## src/rtl/ep2_cmd_parser_pkg.sv

```systemverilog
// Shared state encoding, framing constants and C0 field helpers for the EP2 command parser.
package ep2_cmd_parser_pkg;

  typedef enum logic [2:0] {
    HUNT = 3'd0,
    S1   = 3'd1,
    S2   = 3'd2,
    CC   = 3'd3,
    PL   = 3'd4,
    S0   = 3'd5
  } ep2_state_t;

  localparam logic [7:0] SYNC_BYTE = 8'h7F;
  localparam int         CC_BYTES  = 5;
  localparam int         HDR_BYTES = 8;

  localparam int C0_PTT_BIT  = 0;
  localparam int C0_ADDR_LO  = 1;
  localparam int C0_ADDR_HI  = 6;
  localparam int C0_RESP_BIT = 7;

  function automatic logic [5:0] c0_addr(input logic [7:0] c0);
    return c0[C0_ADDR_HI:C0_ADDR_LO];
  endfunction

  function automatic logic c0_ptt(input logic [7:0] c0);
    return c0[C0_PTT_BIT];
  endfunction

  function automatic logic c0_resp(input logic [7:0] c0);
    return c0[C0_RESP_BIT];
  endfunction

endpackage

```

## src/rtl/ep2_cmd_parser_sync_counter.sv

```systemverilog
// Sync-loss reporting: one-cycle error pulse plus a saturating loss counter.
module ep2_cmd_parser_sync_counter
  import ep2_cmd_parser_pkg::*;
#(
  parameter int ERRCNT_W = 8
) (
  input  logic                clk,
  input  logic                rst,
  input  logic                err_evt,
  output logic                sync_err,
  output logic [ERRCNT_W-1:0] sync_err_cnt
);

  localparam logic [ERRCNT_W-1:0] CNT_MAX = {ERRCNT_W{1'b1}};
  localparam logic [ERRCNT_W-1:0] CNT_ONE = ERRCNT_W'(1);

  // Pulse and counter registers; the count sticks at all-ones.
  always_ff @(posedge clk or posedge rst) begin
    if (rst) begin
      sync_err     <= 1'b0;
      sync_err_cnt <= {ERRCNT_W{1'b0}};
    end else begin
      sync_err <= err_evt;
      if (err_evt && (sync_err_cnt != CNT_MAX)) begin
        sync_err_cnt <= sync_err_cnt + CNT_ONE;
      end else begin
        sync_err_cnt <= sync_err_cnt;
      end
    end
  end

endmodule

```

## src/rtl/ep2_cmd_parser.sv

```systemverilog
// EP2 host-to-radio frame parser: locks on 7F7F7F sync, decodes C0..C4 into a
// command strobe and forwards the payload bytes to the TX sample path.
module ep2_cmd_parser
  import ep2_cmd_parser_pkg::*;
#(
  parameter int FRAME_BYTES = 512,
  parameter int ERRCNT_W    = 8
) (
  input  logic                clk,
  input  logic                rst,
  input  logic [7:0]          in_data,
  input  logic                in_valid,
  input  logic                in_sof,
  output logic [5:0]          cmd_addr,
  output logic [31:0]         cmd_data,
  output logic                cmd_rqst,
  output logic                cmd_requires_resp,
  output logic                cmd_ptt,
  output logic [7:0]          pl_data,
  output logic                pl_valid,
  output logic                pl_first,
  output logic                sync_err,
  output logic [ERRCNT_W-1:0] sync_err_cnt,
  output logic                in_sync
);

  localparam int                PCNT_W  = $clog2(FRAME_BYTES - HDR_BYTES);
  localparam logic [PCNT_W-1:0] PL_LAST = PCNT_W'(FRAME_BYTES - HDR_BYTES - 1);
  localparam logic [2:0]        CC_LAST = 3'(CC_BYTES - 1);

  ep2_state_t        state_r, state_nxt_s;
  logic [2:0]        idx_r, idx_nxt_s;
  logic [PCNT_W-1:0] pcnt_r, pcnt_nxt_s;
  logic [7:0]        shadow_r [CC_BYTES];
  logic              is_sync_s;
  logic              err_s;
  logic              cc_cap_s;
  logic              c4_done_s;
  logic              pl_take_s;
  logic              cmd_pend_r;

  assign is_sync_s = (in_data == SYNC_BYTE);

  // Next-state decode; only accepted bytes move the framer.
  always_comb begin
    state_nxt_s = state_r;
    idx_nxt_s   = idx_r;
    pcnt_nxt_s  = pcnt_r;
    err_s       = 1'b0;
    cc_cap_s    = 1'b0;
    c4_done_s   = 1'b0;
    pl_take_s   = 1'b0;
    if (in_valid) begin
      case (state_r)
        HUNT: begin
          if (in_sof && is_sync_s) state_nxt_s = S1;
          else                     state_nxt_s = HUNT;
        end
        S1, S2, CC, PL: begin
          if (in_sof) begin
            // Premature frame start: abort, then judge this byte as a hunt byte.
            err_s = 1'b1;
            if (is_sync_s) state_nxt_s = S1;
            else           state_nxt_s = HUNT;
          end else begin
            case (state_r)
              S1: begin
                if (is_sync_s) begin
                  state_nxt_s = S2;
                end else begin
                  state_nxt_s = HUNT;
                  err_s       = 1'b1;
                end
              end
              S2: begin
                if (is_sync_s) begin
                  state_nxt_s = CC;
                  idx_nxt_s   = 3'd0;
                end else begin
                  state_nxt_s = HUNT;
                  err_s       = 1'b1;
                end
              end
              CC: begin
                cc_cap_s = 1'b1;
                if (idx_r == CC_LAST) begin
                  state_nxt_s = PL;
                  pcnt_nxt_s  = {PCNT_W{1'b0}};
                  c4_done_s   = 1'b1;
                end else begin
                  idx_nxt_s = idx_r + 3'd1;
                end
              end
              PL: begin
                pl_take_s = 1'b1;
                if (pcnt_r == PL_LAST) state_nxt_s = S0;
                else                   pcnt_nxt_s  = pcnt_r + PCNT_W'(1);
              end
              default: state_nxt_s = HUNT;
            endcase
          end
        end
        S0: begin
          if (in_sof && is_sync_s) begin
            state_nxt_s = S1;
          end else begin
            state_nxt_s = HUNT;
            err_s       = 1'b1;
          end
        end
        default: state_nxt_s = HUNT;
      endcase
    end else begin
      state_nxt_s = state_r;
    end
  end

  // Framer state and byte counters.
  always_ff @(posedge clk or posedge rst) begin
    if (rst) begin
      state_r <= HUNT;
      idx_r   <= 3'd0;
      pcnt_r  <= {PCNT_W{1'b0}};
    end else begin
      state_r <= state_nxt_s;
      idx_r   <= idx_nxt_s;
      pcnt_r  <= pcnt_nxt_s;
    end
  end

  // C&C shadow capture, indexed by the position within the C&C field.
  always_ff @(posedge clk or posedge rst) begin
    if (rst) begin
      for (int i = 0; i < CC_BYTES; i++) shadow_r[i] <= 8'h00;
    end else if (cc_cap_s) begin
      shadow_r[idx_r] <= in_data;
    end else begin
      shadow_r <= shadow_r;
    end
  end

  // Command interface: strobe one cycle after C4, fields hold between commands.
  always_ff @(posedge clk or posedge rst) begin
    if (rst) begin
      cmd_pend_r        <= 1'b0;
      cmd_rqst          <= 1'b0;
      cmd_addr          <= 6'd0;
      cmd_data          <= 32'd0;
      cmd_requires_resp <= 1'b0;
      cmd_ptt           <= 1'b0;
    end else begin
      cmd_pend_r <= c4_done_s;
      cmd_rqst   <= cmd_pend_r;
      if (cmd_pend_r) begin
        cmd_addr          <= c0_addr(shadow_r[0]);
        cmd_data          <= {shadow_r[1], shadow_r[2], shadow_r[3], shadow_r[4]};
        cmd_requires_resp <= c0_resp(shadow_r[0]);
        cmd_ptt           <= c0_ptt(shadow_r[0]);
      end else begin
        cmd_addr          <= cmd_addr;
        cmd_data          <= cmd_data;
        cmd_requires_resp <= cmd_requires_resp;
        cmd_ptt           <= cmd_ptt;
      end
    end
  end

  // Payload forwarding with one cycle of latency.
  always_ff @(posedge clk or posedge rst) begin
    if (rst) begin
      pl_data  <= 8'h00;
      pl_valid <= 1'b0;
      pl_first <= 1'b0;
    end else begin
      pl_valid <= pl_take_s;
      pl_first <= pl_take_s && (pcnt_r == {PCNT_W{1'b0}});
      if (pl_take_s) pl_data <= in_data;
      else           pl_data <= pl_data;
    end
  end

  // Lock indicator: set by a completed C&C field, dropped by any sync loss.
  always_ff @(posedge clk or posedge rst) begin
    if (rst) begin
      in_sync <= 1'b0;
    end else if (err_s) begin
      in_sync <= 1'b0;
    end else if (c4_done_s) begin
      in_sync <= 1'b1;
    end else begin
      in_sync <= in_sync;
    end
  end

  ep2_cmd_parser_sync_counter #(
    .ERRCNT_W (ERRCNT_W)
  ) u_sync_counter (
    .clk          (clk),
    .rst          (rst),
    .err_evt      (err_s),
    .sync_err     (sync_err),
    .sync_err_cnt (sync_err_cnt)
  );

endmodule

```

## config.mk

```make
export PLATFORM = sky130hd
export DESIGN_NAME = ep2_cmd_parser
export DESIGN_NICKNAME = d
export VERILOG_FILES = /design/src/rtl/ep2_cmd_parser_pkg.sv /design/src/rtl/ep2_cmd_parser_sync_counter.sv /design/src/rtl/ep2_cmd_parser.sv
export SDC_FILE = /design/constraint.sdc
export NUM_CORES = 1
export LEC_CHECK = 0
export BUFFER_PORTS_ARGS = -buffer_cell sky130_fd_sc_hd__buf_2
export CAP_MARGIN = 40
export CORE_MARGIN = 5
export CORE_UTILIZATION = 45
export DETAILED_ROUTE_END_ITERATION = 16
export PLACE_DENSITY = 0.65
export SKIP_LAST_GASP = 1
export SLEW_MARGIN = 20
export SYNTH_ARGS = -nofsm -noshare
export SYNTH_HDL_FRONTEND = slang
export SYNTH_HIERARCHICAL = 1
export SYNTH_SLANG_ARGS = --single-unit
```

## constraint.sdc

```tcl
create_clock -name clk -period 8.5 [get_ports clk]
set_input_delay 1.7 -clock clk [delete_from_list [all_inputs] [get_ports clk]]
set_output_delay 1.7 -clock clk [all_outputs]
set_load 0.02 [all_outputs]
```

==> results of run 1 <==
critical path, delay by kind of cell:
kind,cells,cell delay [ps]
buf+inv,1,140
compound gates,1,160
simple gates,5,1040
mux,1,330
power breakdown:
part	switching (W)	total (W)	leakage [nW]	internal [W]
clock network	0.000264	0.000661	0.261	0.000397
logic	0.0000247	0.0000332	1.23	0.00000854
registers	0.00000255	0.000562	1.62	0.000560
total	0.000291	0.00126	3.11	0.000965
cell type report:
class,count,area [um^2]
well taps,140,175
flip-flops and latches,117,2930
fillers,896,4790
multi-input cells,213,1880
clock inverters,14,126
clock buffers,18,428
inverters,12,47.5
repair buffers,75,415
worst paths after layout:
check,from,slack [ps],endpoint,cells past startpoint
setup / recovery,in_data[7],5520,u_sync_counter/sync_err_cnt[6],8
hold / removal,shadow_r[33],500,shadow_r[33],1
setup reg to reg,state_r[0],6330,pcnt_r[6],4
hold reg to reg,shadow_r[33],500,shadow_r[33],1
max in group asynchronous,rst,6240,cmd_data[17],4
min in group asynchronous,rst,1170,u_sync_counter/sync_err_cnt[6],2
layer usage:
| layer | wire length, um | vias to the layer above | part of all wire [%] |
|---|---|---|---|
| met1 | 4820 | 1567 | 47 |
| met3 | 529 | 14 | 5.2 |
| met5 | 0 | - | 0 |
| li1 | - | 1466 | - |
| met2 | 4750 | 56 | 46 |
| met4 | 151 | 0 | 1.5 |
logic make-up after synthesis:
| family | after synthesis |
|---|---|
| XOR/XNOR | 6 |
| multiplexers | 93 |
| buffers and inverters | 27 |
| flip-flops | 117 |
| AO/OA/AOI/OAI | 35 |
| adder cells (fa/ha/maj) | 5 |
| AND/OR/NAND/NOR | 74 |
state kept, by name, indices dropped and copies added, names as in the netlist:
| signal | flops |
|---|---|
| u_sync_counter/sync_err_cnt | 8 |
| cmd_addr | 6 |
| u_sync_counter/sync_err | 1 |
| pcnt_r | 9 |
| in_sync | 1 |
| idx_r | 3 |
| shadow_r | 40 |
| cmd_rqst | 1 |
| cmd_requires_resp | 1 |
| cmd_pend_r | 1 |
| state_r | 3 |
| pl_first | 1 |
| cmd_ptt | 1 |
| pl_valid | 1 |
| pl_data | 8 |
| cmd_data | 32 |
Yosys cell counts, types with 4 or more instances:
library cell  number  area, um^2
ha_1               5        62.6
nor2_1             8        30.0
o211ai_1           7        52.6
nor3_1             4        20.0
nand3_1            9        45.0
xnor2_1            4        35.0
o31ai_1            4        30.0
or4_1              9        67.6
nand4b_1           4        35.0
inv_1             11        41.3
mux2_1             4        45.0
nand2_1            8        30.0
and2_1             4        25.0
dfrtp_1          117        2930
a21oi_1            8        40.0
mux2_2            87         980
buf_2              7        35.0
o21ai_0            7        35.0
metrics by stage:
stage,hold WS (ps),power (W)
2_1_floorplan,406,0.000590
3_3_place_gp,473,0.000604
3_5_place_dp,477,0.000606
4_1_cts,496,0.00127
5_1_grt,519,0.00130
6_report,495,0.00126
==> reports/qor.txt, run 1 <==
Cell row count - 38
Most common cell after layout, fill and taps aside - dfrtp_1
Critical-path cell list - buf_2 > nand4b_1 > nor2_1 > o221ai_1 > and2_1 > and3_1 > nand3_1 > mux2_2
Tmin final - 2980 ps
Drt first pass iters - 4
Final worst path period share - 35.1%
Clk_skew - 5.45 ps
P per Cell Area - 209 mW/mm^2
EDFF count, synth - 0
Worst skew pair latency - 520 ps
Fin nets - 453
GRT Total Usage - 16.8%
GRT busiest layer - met2
Setup TNS - 0 ps
PortBufs - 72
Required time worst endpoint - 8900 ps
Utilization after layout - 55.6%
Fmax - 335 MHz
MaxCap Viol Count - 0
Core area - 0.0108 mm^2
Unrepaired setup endpoints after global routing - no
Status - finished clean
Total wire length - 10300 um
Top_reg_cell synth - dfrtp_1
Initial core utilization - 45.7%
Root Driver - clkbuf_8
Vias in the first global route - 3176
Vias - 3103
Worst setup EP type - flip-flop
Die footprint - 0.0132 mm^2
Relative slew slack - 46.7%
Register bit total from synthesis - 117
Synth Area in Compound Gates - 4.69%
Routed Antenna Nets - 0
CP Class - in2reg
Final hold violations - 0
DR WL/cell - 17.4 um
Synth Area in XOR/XNOR - 1.07%
Arr. time, crit path - 3390 ps
Register area share after synthesis - 59.3%
Inst Count DP - 557
Peak supply drop - 0.0000982 V
Async SR Flop Fraction - 100%
# IOs - 73
Met3 usage - 5.81%
Post-Synth Simple-Gate Area - 9.99%
# diodes - 0
Number of DRC markers in iteration 0 - 103
CP max stage delay - 330 ps
Total grt overflow - 0
M1 GR Usage - 23.2%
Grt met2 use - 24.9%
Clock buffer count from CTS - 17
Commonest non-fill, non-tap cells in the layout - dfrtp_1 (116), mux2_2 (87), buf_2 (72)
TritonCTS clock tree - yes
Die width - 115 um
Die Ht - 115 um
Post-DP Area - 0.00545 mm^2
First-pass GRT wire length - 16900 um
Area Growth Syn to Fin - 21.7%
Max clock buf depth - 2
Slew @ Worst Pin - 797 ps
Crit start category - input pin
Adder-cell share of the synthesized area - 1.27%
Post-CTS Setup Bufs - 0
Ys Warns - 6
Gp weighted congestion - 0.848
Worst Setup Slack, final - 5520 ps
DP HPWL - 7020 um
Synth Cell Area - 0.00493 mm^2
DRC errors left - 0
Place WS - 4980 ps
Final setup viols - 0
Max Slew Vio Count - 0
Post-synthesis cell type count - 47
Slowest CP cell - mux2_2
Pleak - 3.11 nW
Largest net degree at the start of global routing - 45
Initial antenna violation count - 0
CTS H-tree depth - 4
Finished Layout Cells - 589
CP max FO - 7
Hold-fix buffers at CTS - 0
Syn Inst Count - 357
Post_cts resized - 0
Min-delay worst type - reg2reg
Post-Syn Area per Cell - 13.8 um^2
Mapped Nets - 374
Largest family of logic cells by synthesized area - multiplexers
Share of cells above drive strength 1 - 45.7%
Clock-pin slew on the worst setup and hold paths - 60 ps
CTS Sinks - 117
Post-synthesis mux area share - 21.2%
Final instance area - 0.00601 mm^2
DR vias/cell - 5.27
(Power assumes the default switching activity.)
==> inputs of run 2 (changes only) <==
==> constraint.sdc (replaced) <==
create_clock -name clk -period 3.1 [get_ports clk]
set_input_delay 0.62 -clock clk [delete_from_list [all_inputs] [get_ports clk]]
set_output_delay 0.62 -clock clk [all_outputs]
set_load 0.02 [all_outputs]
==> reports/qor.txt, run 2 (synthesis results as in run 1) <==
Status - finished clean
Final setup viols - 0 (unchanged)
Hold-fix buffers at CTS - 0 (unchanged)
Largest regs - shadow_r (40), cmd_data (32), pcnt_r (9)
CP max FO - 9 (+2)
Final worst path period share - 70.4%
Slew @ Worst Pin - 679 ps (-117 ps)
Total wire length - 10000 um (-2.1%)
PortBufs - 72 (unchanged)
TritonCTS clock tree - yes
CTS H-tree depth - 4 (unchanged)
Initial antenna violation count - 0 (unchanged)
GRT Total Usage - 16.8% (about the same)
Peak supply drop - 0.000323 V (+230%)
P per Cell Area - 604 mW/mm^2 (+190%)
Post-CTS Setup Bufs - 0 (unchanged)
DR WL/cell - 17.0 um (-2.3%)
Gp weighted congestion - 0.839 (-1.0%)
Tmin final - 2180 ps
Die Ht - 115 um (unchanged)
Arr. time, crit path - 2640 ps (-750 ps)
Required time worst endpoint - 3550 ps (-5350 ps)
DRC errors left - 0 (unchanged)
Clock buffer count from CTS - 17 (unchanged)
Commonest non-fill, non-tap cells in the layout - dfrtp_1 (116), mux2_2 (87), buf_2 (72)
Die width - 115 um (unchanged)
# diodes - 0 (unchanged)
Unrepaired setup endpoints after global routing - no
Max clock buf depth - 2 (unchanged)
CTS Sinks - 117 (unchanged)
Post-DP Area - 0.00545 mm^2 (about the same)
Fmax - 458 MHz
Finished Layout Cells - 590 (+0.17%)
CP max stage delay - 570 ps (+240 ps)
Total grt overflow - 0 (unchanged)
Met3 usage - 5.60% (-0.21 points)
Final hold violations - 0 (unchanged)
Drt first pass iters - 4 (unchanged)
Inst Count DP - 558 (+0.18%)
CP Class - reg2reg
Crit start category - flip-flop
Clock-pin slew on the worst setup and hold paths - 60 ps (about the same)
Critical-path cell list - inv_1 > ha_1 > and2_1 > nand4_2 > clkinv_1 > or4_1 > nand2_1
GRT busiest layer - met2
Vias in the first global route - 3299 (+3.9%)
Number of DRC markers in iteration 0 - 113 (+9.7%)
# IOs - 73 (unchanged)
Vias - 3155 (+1.7%)
Clk_skew - 11.9 ps (+6.46 ps)
Total power - 0.00367 W (+190%)
Reg with most FFs - shadow_r
Pleak - 3.15 nW (+1.3%)
Final instance area - 0.00608 mm^2 (+1.2%)
Post_cts resized - 0 (unchanged)
Share of cells above drive strength 1 - 45.8% (+0.12 points)
MaxCap Viol Count - 0 (unchanged)
Initial core utilization - 45.7% (unchanged)
Die footprint - 0.0132 mm^2 (unchanged)
DP HPWL - 6910 um (-1.6%)
Largest net degree at the start of global routing - 53 (+18%)
Area Growth Syn to Fin - 23.2%
Setup TNS - 0 ps (unchanged)
M1 GR Usage - 22.8% (-0.42 points)
First-pass GRT wire length - 16900 um (+0.37%)
Fin nets - 454 (+0.22%)
Routed Antenna Nets - 0 (unchanged)
Max reg flops - 40 (unchanged)
Cell row count - 38 (unchanged)
Max Slew Vio Count - 0 (unchanged)
DR vias/cell - 5.35 (+1.5%)
Most common cell after layout, fill and taps aside - dfrtp_1
Min-delay worst type - in2async
Relative slew slack - 54.5% (+7.9 points)
Worst setup EP type - flip-flop
Worst skew pair latency - 520 ps (about the same)
Root Driver - clkbuf_8
Slowest CP cell - or4_1
Grt met2 use - 25.1% (+0.19 points)
Core area - 0.0108 mm^2 (unchanged)
run 2: cell types whose count changed in the layout (fill, tap and decap cells not counted), sizes merged:
cell / change
bufinv: +3
clkinv: +3
clkinvlp: -3
inv: -3
buf: +1
run 2: routing by layer:
| metal | vias up | part of all wire, % |
|---|---|---|
| met5 | - | 0 |
| li1 | 1479 | - |
| met2 | 69 | 47 |
| met4 | 0 | 1.7 |
| met3 | 14 | 5.6 |
| met1 | 1593 | 46 |
run 2: layout make-up:
| cell class | instances | area [um^2] |
|---|---|---|
| fill | 888 | 4710 |
| sequential | 117 | 2930 |
| multi-input combinational | 213 | 1880 |
| clock buffer | 18 | 428 |
| timing repair buffer | 76 | 415 |
| clock inverter | 14 | 199 |
| tap | 140 | 175 |
| inverter | 12 | 48.8 |
run 2: critical path, delay by kind of cell (launching register included):
family | cells | cell delay (ps)
DFF | 1 | 420
adders and majority gates | 1 | 240
and+or+nand+nor | 4 | 1050
buffers and inverters | 2 | 410
run 2: worst paths after layout:
path	start	end	slack, ps	cells past startpoint
worst max register to register	idx_r[0]	pcnt_r[3]	920	7
min in group clk	in_data[7]	shadow_r[15]	440	2
worst min-delay path	rst	u_sync_counter/sync_err_cnt[6]	90	2
max in group asynchronous	rst	pl_data[0]	2110	3
worst max-delay path	idx_r[0]	pcnt_r[3]	920	7
worst min register to register	shadow_r[34]	shadow_r[34]	490	1
run 2: power by group:
group	internal, W	leakage [nW]	switching, W
Combinational	0.0000228	1.22	0.0000668
Clock	0.00133	0.306	0.000704
Sequential	0.00153	1.62	0.00000733
run 2: stage by stage:
stage	hold slack [ps]	setup slack [ps]	utilization [%]
floorplan	406	1010	-
global placement	470	688	50.3
detailed placement	481	671	50.5
CTS	75.0	912	56.3
global route	96.9	788	56.3
finish	89.0	917	56.3
==> inputs of run 3 (changes only) <==
--- a/config.mk
+++ b/config.mk
@@ -10,7 +10,7 @@
 export CORE_MARGIN = 5
 export CORE_UTILIZATION = 45
 export DETAILED_ROUTE_END_ITERATION = 16
-export PLACE_DENSITY = 0.65
+export PLACE_DENSITY = 0.68
 export SKIP_LAST_GASP = 1
 export SLEW_MARGIN = 20
 export SYNTH_ARGS = -nofsm -noshare
==> constraint.sdc (replaced) <==
create_clock -name clk -period 2 [get_ports clk]
set_input_delay 0.4 -clock clk [delete_from_list [all_inputs] [get_ports clk]]
set_output_delay 0.4 -clock clk [all_outputs]
set_load 0.02 [all_outputs]
==> reports/qor.txt, run 3 (synthesis results as in run 1) <==
Final setup viols - 0 (unchanged)
Clk_skew - 8.00 ps (-3.92 ps)
Largest net degree at the start of global routing - 44 (-17%)
Share of cells above drive strength 1 - 50.5% (+4.7 points)
Die Ht - 115 um (unchanged)
DP HPWL - 7390 um (+6.9%)
Final worst path period share - 96.2% (+26 points)
Max reg flops - 40 (unchanged)
Flop pwr share - 43.3% (+1.3 points)
Root Driver - clkbuf_8
Area Growth Syn to Fin - 28.4%
Clock buffer count from CTS - 17 (unchanged)
# IOs - 73 (unchanged)
Cell row count - 38 (unchanged)
Crit start category - flip-flop
Top delay family on crit path - simple AND/OR/NAND/NOR gates
Hold_ws - 176 ps (+87.4 ps)
MaxCap Viol Count - 0 (unchanged)
Worst Setup Slack, final - 76.8 ps (-840 ps)
P_sw - 0.00123 W (+58%)
Reg with most FFs - shadow_r
CTS Sinks - 117 (unchanged)
Max Slew Vio Count - 0 (unchanged)
Most common cell after layout, fill and taps aside - dfrtp_1
Peak supply drop - 0.000493 V (+52%)
Die width - 115 um (unchanged)
Drt first pass iters - 4 (unchanged)
DRC errors left - 0 (unchanged)
Switching share of power - 22.2% (+1.0 points)
Post-DP Area - 0.00569 mm^2 (+4.3%)
WP buf/inv - 2 (unchanged)
GRT Total Usage - 17.3% (+0.43 points)
Die footprint - 0.0132 mm^2 (unchanged)
Comb pwr share - 3.1% (+0.7 points)
Slowest CP cell - or4_1
Fin nets - 491 (+8.1%)
Final instance area - 0.00633 mm^2 (+4.2%)
Largest regs - shadow_r (40), cmd_data (32), pcnt_r (9)
Total power - 0.00552 W (+50%)
Place WS - -81.7 ps (-752 ps)
Status - finished clean
Utilization after layout - 58.7% (+2.4 points)
Required time worst endpoint - 2450 ps (-1100 ps)
P per Cell Area - 871 mW/mm^2 (+44%)
Arr. time, crit path - 2380 ps (-260 ps)
Relative slew slack - 73.8% (+19 points)
R2R Path Start - idx_r[1]
Vias in the first global route - 3457 (+4.8%)
Slew @ Worst Pin - 388 ps (-291 ps)
Part of the power in the clock network - 53.6% (-1.9 points)
CP max stage delay - 540 ps (-30 ps)
Min-delay worst type - in2reg
# diodes - 0 (unchanged)
Commonest non-fill, non-tap cells in the layout - dfrtp_1 (113), mux2_2 (87), buf_2 (72)
Worst skew pair latency - 520 ps (about the same)
CP max FO - 5 (-4)
Number of DRC markers in iteration 0 - 180 (+59%)
HP Start - in_sof
Pleak - 3.31 nW (+5.0%)
Total grt overflow - 0 (unchanged)
DR WL/cell - 16.8 um (-1.3%)
Gp weighted congestion - 0.861 (+2.6%)
Setup crit start - idx_r[1]
DR vias/cell - 5.22 (-2.3%)
Core area - 0.0108 mm^2 (unchanged)
Unrepaired setup endpoints after global routing - no
Fmax - 520 MHz (+14%)
CTS H-tree depth - 4 (unchanged)
Tmin final - 1920 ps (-260 ps)
Vias - 3275 (+3.8%)
Critical-path cell list - inv_1 > ha_1 > and2_1 > nand4_2 > clkinv_1 > or4_1 > nand2_1
CP Class - reg2reg
TritonCTS clock tree - yes
PortBufs - 72 (unchanged)
Total wire length - 10500 um (+4.9%)
Initial core utilization - 45.7% (unchanged)
Routed Antenna Nets - 0 (unchanged)
Max clock buf depth - 2 (unchanged)
Initial antenna violation count - 0 (unchanged)
First-pass GRT wire length - 17400 um (+2.9%)
Worst setup EP type - flip-flop
Internal power - 0.00429 W (+48%)
Final hold violations - 0 (unchanged)
Clock-pin slew on the worst setup and hold paths - 60 ps (about the same)
## run 3: changes by cell type in the layout (fill, tap and decap cells not counted), sizes merged
| cell | previous run | this run |
|---|---|---|
| buf | 76 | 112 |
| dlygate4sd3 | 0 | 1 |
| inv | 13 | 15 |
| clkinvlp | 2 | 3 |
| clkbuf | 18 | 20 |
| clkinv | 7 | 4 |
| bufinv | 4 | 2 |
## run 3: cell type report
type	count	area, um^2
fillers	853	4460
flip-flops and latches	117	2930
multi-input cells	213	1900
repair buffers	113	696
clock buffers	20	445
well taps	140	175
clock inverters	12	141
inverters	12	48.8
## run 3: worst paths after layout
check                                    end  slack, ps  depth (start not counted)
worst min register to register  shadow_r[34]        490                          1
max in group asynchronous        shadow_r[6]       1070                          4
worst max-delay path               pcnt_r[3]         80                          7
worst max register to register     pcnt_r[3]         80                          7
min in group asynchronous       shadow_r[26]        430                          3
worst min-delay path              state_r[2]        180                          2
## run 3: what timing repair did
item                                   4_1_cts  5_1_grt
resized for setup                            0        5
endpoints found under the hold margin       19        0
buffers inserted                             0        5
setup endpoints to repair                    0       30
hold buffers                                 1        0
## run 3: per-layer routing
metal | up-vias | share of wire [%] | track usage [%]
met5 | - | 0 | 0
met4 | 0 | 1.6 | 6.10
met3 | 16 | 5.1 | 5.44
met2 | 79 | 48 | 26.5
met1 | 1634 | 45 | 23.4
li1 | 1546 | - | -
## run 3: per-stage QoR
step           std cells  TNS (ps)
2_1_floorplan        357         0
3_3_place_gp         589     -19.6
3_5_place_dp         589      -257
4_1_cts              622         0
5_1_grt              627         0
6_report             627         0
## run 3: power by group through the flow
stage	combinational [W]	clock, W	sequential [W]
3_5_place_dp	0.000172	0	0.00243
4_1_cts	0.000175	0.00303	0.00239
2_1_floorplan	0.0000662	0	0.00244
3_3_place_gp	0.000168	0	0.00243
6_report	0.000170	0.00296	0.00239
5_1_grt	0.000191	0.00314	0.00239
